**config.mk**
```make
export PLATFORM = sky130hd
export DESIGN_NAME = reg_file
export DESIGN_NICKNAME = d
export VERILOG_FILES = /design/src/rtl/reg_file.sv
export SDC_FILE = /design/constraint.sdc
export NUM_CORES = 2
export LEC_CHECK = 0
export CORE_AREA = 2 2 414 416
export DETAILED_ROUTE_END_ITERATION = 10
export DIE_AREA = 0 0 416 418
export PLACE_DENSITY = 0.47
export SETUP_SLACK_MARGIN = 0.1
export SYNTH_ARGS = -nofsm -noshare
export SYNTH_HDL_FRONTEND = slang
export SYNTH_SLANG_ARGS = --single-unit
export TNS_END_PERCENT = 10
```
**constraint.sdc**
```tcl
create_clock -name clk -period 88.9 [get_ports clk]
set_input_delay 8.89 -clock clk [delete_from_list [all_inputs] [get_ports clk]]
set_output_delay 8.89 -clock clk [all_outputs]
set_load 0.01 [all_outputs]
```
**src/rtl/reg_file.sv**
```systemverilog
// reg_file: DEPTH x WIDTH general-purpose register file.
// Two combinational read ports, one clocked write port, entry 0 hardwired to zero.
// Reads see a same-cycle write through the bypass path.
// Reset is asynchronous and active-high, and it wins over any pending write.
module reg_file #(
  parameter int unsigned WIDTH = 32,
  parameter int unsigned DEPTH = 32,
  parameter int unsigned AW    = 5
) (
  input  logic             clk,
  input  logic             reset,
  input  logic             we,
  input  logic [AW-1:0]    waddr,
  input  logic [WIDTH-1:0] wdata,
  input  logic [AW-1:0]    raddr1,
  input  logic [AW-1:0]    raddr2,
  output logic [WIDTH-1:0] rdata1,
  output logic [WIDTH-1:0] rdata2
);

  // Entry 0 has no storage behind it; only entries 1..DEPTH-1 are real flops.
  logic [WIDTH-1:0] mem [1:DEPTH-1];

  // A write is live only with reset low and a nonzero target.
  logic wr_live;
  logic byp1;
  logic byp2;

  // Qualify the write strobe and the per-port bypass hits.
  always_comb begin
    wr_live = 1'b0;
    byp1    = 1'b0;
    byp2    = 1'b0;
    if (!reset && we && (waddr != '0)) begin
      wr_live = 1'b1;
      byp1    = (raddr1 == waddr);
      byp2    = (raddr2 == waddr);
    end
  end

  // Storage update: async clear of every entry; otherwise one write per edge.
  always_ff @(posedge clk or posedge reset) begin
    if (reset) begin
      for (int i = 1; i < int'(DEPTH); i++) begin
        mem[i] <= '0;
      end
    end else if (wr_live) begin
      mem[waddr] <= wdata;
    end
  end

  // Read port 1: zero under reset or for address 0, else bypass or stored value.
  always_comb begin
    rdata1 = '0;
    if (!reset && (raddr1 != '0)) begin
      if (byp1) begin
        rdata1 = wdata;
      end else begin
        rdata1 = mem[raddr1];
      end
    end
  end

  // Read port 2: same selection as port 1, independent address.
  always_comb begin
    rdata2 = '0;
    if (!reset && (raddr2 != '0)) begin
      if (byp2) begin
        rdata2 = wdata;
      end else begin
        rdata2 = mem[raddr2];
      end
    end
  end

endmodule

```
* Word-level counts from Yosys, hierarchy flattened *
Cells that the tools add are included.

operators by class
  order comparisons = 4
  equality and inequality tests = 2
  mux-type cells = 16
  bitwise operators = 3
  reduce and logical (&&, ||, !) cells = 9

operator list
  operator                                                              count
  992-bit bitwise mux                                                   1
  32-bit binary-select mux with 5-bit select                            2
  32-bit 2-to-1 mux                                                     9
  32-bit demux with 5-bit select                                        1
  6-bit >= comparator, second input constant                            3
  5-bit NOT with 6-bit output                                           3
  5-bit nonzero test                                                    3
  5-bit == test                                                         2
  6-bit by 1-bit < comparator with 1-bit output, second input constant  1
  1-bit logical AND                                                     5
  1-bit 2-to-1 mux                                                      3
  1-bit logical NOT                                                     1

word-level totals
  register bits after elaboration = 992
  input bits = 50

* Longest topological paths before layout *
  word-level depth = 6
  mapped depth = 10
  mapped depth without buffers = 5

* Worst setup path after synthesis *
No wires, ideal clock.

  path type = input -> output
  start point = in reset
  end point = out rdata2[11]
  data arrival time = 33.551 ns
  required time = 80.010 ns
  setup slack = 46.459 ns
  cell stages on the path = 6
  buffers on the path = 1
  cell sequence = inv_1 > o41ai_4 > a211oi_2 > clkbuf_1 > o21ai_0 > nand3_1

between the ends
  word-level cells in the longest chain between the ends = 6
  elaborated cells on any way between the ends = 7
  those cells by class = 3 x mux; 4 x reduce/logical

ends and longest elaborated chain
  element                          RTL line  source
  start: declaration               11        input logic reset,
  1-bit logical NOT (*)            34, 67
  1-bit logical AND (2 in series)  34        if (!reset && we && (waddr != '0)) begin
  1-bit 2-to-1 mux                 34
  32-bit 2-to-1 mux                68        if (byp2) begin
  32-bit 2-to-1 mux (*)            67        if (!reset && (raddr2 != '0)) begin
  end: declaration                 18        output logic [WIDTH-1:0] rdata2

Every way passes the cells marked *; elsewhere a longest branch is shown, timed or not.

* Final worst setup path *
  start point = in raddr1[1]
  end point = out rdata1[0]

between the ends
  word-level cells in the longest chain between the ends = 6
  elaborated cells on any way between the ends = 10
  those cells by class = 1 x eq/ne; 6 x mux; 1 x bitwise; 2 x reduce/logical

ends and longest elaborated chain
  element                                                RTL line  source
  start: declaration                                     15        input logic [AW-1:0] raddr1,
  5-bit NOT with 6-bit output (implied by the code)      59        rdata1 = mem[raddr1];
  32-bit binary-select mux with 5-bit select             59
  32-bit 2-to-1 mux (implied by the code) (2 in series)  59
  32-bit 2-to-1 mux                                      56        if (byp1) begin
  32-bit 2-to-1 mux (*)                                  55        if (!reset && (raddr1 != '0)) begin
  end: declaration                                       17        output logic [WIDTH-1:0] rdata1,

Every way passes the cells marked *; elsewhere a longest branch is shown, timed or not. The select of a mux whose other input is x is not followed.

==> impl_summary.txt <==
----------------------------------------------------
[Timing]
  Slack of the critical path ... 66.44 ns
  Final setup violation count ... 0
  Max Clock Skew ... 0 ns
  Total negative slack for setup checks ... 0 ns
  Worst-Margin Slew ... 1.25 ns
  Maximum achievable frequency ... 0.0445 GHz
  Max-Slew Margin vs Limit ... 16.7%
  Final Slew Violations ... 0
  Clock period minus worst slack ... 22.46 ns
  Final hold violations ... 0
  Setup repair after global routing missed its margin ... no
  Final worst path period share ... 25.3%

[Final layout]
  Largest registers ... mem x992
  Number of flip-flops in the largest register ... 992
  Area Overhead vs Synth ... 13.3%
  Fill cell total of the finished layout ... 16.1k
  Number of nets in the layout ... 3,683
  Fraction of layout cells with a size suffix above 1 ... 51.2%
  Post-layout util ... 36.2%
  Biggest register ... mem

[Global route]
  Initial antenna violation count ... 6
  Global router's overall resource usage ... 22.0%
  Global-route wire length before repair ... 278,000 um
  Vias in the first global route ... 36.0k
  Global route total overflow ... 0
  Pin count of the biggest net entering global routing ... 158

[Route]
  Per-cell via count in the routed design ... 5.76
  DRC marker count from the first detailed-route iteration ... 2,629
  Remaining number of nets flagged by the antenna check after routing ... 0
  Remaining DRCs ... 0
  Router iterations before antenna repair ... 7
  Routed WL ... 192,000 um
  Total number of vias ... 34.3k
  Drt wl/cell ... 32.2 um

[Clock tree]
  Number of clock buffers inserted by TritonCTS ... 111
  Count of hold-fix buffers inserted at cts ... 0
  TritonCTS clock tree ... yes
  H-tree levels ... 3
  Clk sink count ... 992
  Number of post-CTS setup repair buffers ... 0
  Max clock buf depth ... 3
  Resized Gates After CTS ... 0
  Buffer cell driving the clock tree root ... sky130_fd_sc_hd__clkbuf_16
  Latest clock arrival within the worst-skew pair ... 0.73 ns
  Clk pin slew, worst setup/hold paths ... 0.06 ns

[Logic synthesis]
  Portion of synthesized cell area occupied by the leading cell type ... 46.0%
  Cells after Synth ... 3,685
  Top cells by area in the synthesized netlist ... sky130_fd_sc_hd__dfrtp_1, sky130_fd_sc_hd__mux2_2, sky130_fd_sc_hd__mux4_2
  Syn. warnings ... 0
  Library cells used by synthesis ... 55
  Dominant register cell in the synthesized netlist ... sky130_fd_sc_hd__dfrtp_1
  Register bit count reported by yosys ... 992
  Number of flops mapped to enable cells by yosys ... 0
  Post-synthesis sequential area ratio ... 46.0%
  Net count after synthesis ... 3,735
  Mean instance size in the synthesized netlist ... 14.7 um2
  Post-synth top cells ... sky130_fd_sc_hd__mux2_2, sky130_fd_sc_hd__dfrtp_1, sky130_fd_sc_hd__mux4_2
  Post-synthesis cell type with the largest combined area ... sky130_fd_sc_hd__dfrtp_1
  Post-synthesis async set-or-reset flop share ... 100%
  Post-synthesis instance area ... 54,000 um2
  Top-count cell post-synth ... sky130_fd_sc_hd__mux2_2

[Floorplan]
  Core region area ... 169,000 um2
  Standard-cell rows ... 151
  Die outline width ... 416 um
  Initial core utilization ... 31.9%
  Floorplan die area ... 174,000 um2
  I/O pin total ... 114
  Chip height ... 418 um

[Place]
  HPWL after detailed placement ... 109,000 um
  GPL Wtd Cong ... 0.788
  Number of input and output port buffers inserted ... 113
  Dpl ws ... 66.44 ns

[Run]
  Max-capacitance violation count ... 0

[Setup path]
  Capture instance of the worst register-to-register path ... mem[706]
  Slowest Stage Delay on Critical Path ... 0.70 ns
  Data required time of the critical path ... 80.01 ns
  Depth of the worst register-to-register path ... 1
  Dominant cell type by count on the critical path ... sky130_fd_sc_hd__buf_4
  Worst-path maximum fanout ... 37
  Critical path class ... input port to primary output
  Critical Path Start Type ... input port
  Element type at the critical path end ... primary output
  Launch instance of the worst register-to-register path ... mem[706]
  Slowest stage cell on the critical path ... sky130_fd_sc_hd__buf_4
  Crit path DAT ... 13.57 ns
  Reg2Reg Setup Slack ... 88.10 ns
  List of cells traversed by the critical path ... buf_8 > buf_4 > buf_4 > buf_4 > mux2_2 > a221oi_1 > a2111oi_0 > a2111oi_1 > nor2_1 > clkdlybuf4s50_1

[Min path]
  Hold wc startpoint ... mem[913]
  Tightest Hold Check Type ... flip-flop to flip-flop
  Cell count of the worst hold path ... 2
  Worst Hold Path EP ... mem[913]

[Power and ir drop]
  Static leakage power ... 0.0266 uW
  Worst voltage drop across the vdd grid ... 0.0000147 V
  Power density normalized to cell area ... 20.5 nW/um2

[Outcome]
  Outcome ... completed

----------------------------------------------------
[critical path, delay by kind of cell]
kind / cells / cell delay (ns)
AOI/OAI and AO/OA: 3 / 0.87
buffers and inverters: 5 / 2.88
muxes: 1 / 0.29
and+or+nand+nor: 1 / 0.51
[logic make-up after synthesis]
logic type | after synthesis | share of synthesized area [%]
buf+inv | 400 | 3.37
xor+xnor | 11 | 0.178
compound gates | 309 | 4.37
mux | 1644 | 43.2
simple gates | 329 | 2.89
flops | 992 | 46.0
[power by group]
part,internal (uW),switching (uW)
Sequential,512,42.7
Combinational,121,94.4
Clock,284,199
Total,918,336
[final cells by class]
type	count	area, um2	area share, %
Antenna cell	1	2.50	0.00409
Clock inverter	31	328	0.536
Tap cell	2218	2780	4.54
Multi-Input combinational cell	2293	27600	45.1
Sequential cell	992	24800	40.6
Timing Repair Buffer	231	2120	3.47
Clock buffer	177	3480	5.69
Inverter	4	22.5	0.0368
[metal layers]
metal | vias to the layer above | part of all wire (%) | track usage, %
met5 | - | 0 | 0
met1 | 19100 | 43 | 29.1
met2 | 787 | 50 | 37.4
met4 | 0 | 3.7 | 7.98
met3 | 274 | 3.6 | 2.17
li1 | 14100 | - | -
[stage by stage]
stage | hold slack (ns) | area (um2) | instances | power [uW]
2_1_floorplan | 0.460 | 54000 | 3685 | 713
3_3_place_gp | 0.486 | 57300 | 5737 | 776
3_5_place_dp | 0.491 | 57400 | 5738 | 779
4_1_cts | 0.505 | 61200 | 5946 | 1270
5_1_grt | 0.532 | 61200 | 5946 | 1310
6_report | 0.506 | 61200 | 5947 | 1250
[cells in the final DEF, fill, tap and decap left out, drive strengths merged, types with 10 or more instances in the layout]
master | Yosys | layout
mux2 | 1107 | 1107
dfrtp | 992 | 992
mux4 | 440 | 440
clkbuf | 175 | 178
nand2 | 142 | 142
buf | 221 | 126
clkdlybuf4s50 | 0 | 104
mux2i | 97 | 97
o211ai | 62 | 62
a221oi | 62 | 62
nor2b | 46 | 46
nor3 | 45 | 45
o21ai | 43 | 43
nor2 | 42 | 42
a21oi | 30 | 30
a22oi | 24 | 24
clkinv | 0 | 21
a22o | 20 | 20
nand3 | 17 | 17
a32oi | 17 | 17
a221o | 17 | 17
nand2b | 10 | 10
[how the worst max path moves through the flow]
stage,end,slack [ns],startpoint,depth (start not counted)
floorplan,rdata2[11],46.46,reset,6
global placement,rdata2[2],66.47,reset,8
detailed placement,rdata1[0],66.44,raddr1[1],10
CTS,rdata1[0],66.42,raddr1[1],10
global route,rdata1[0],66.34,raddr1[1],10
finish,rdata1[0],66.44,raddr1[1],10
(Power assumes the default switching activity.)
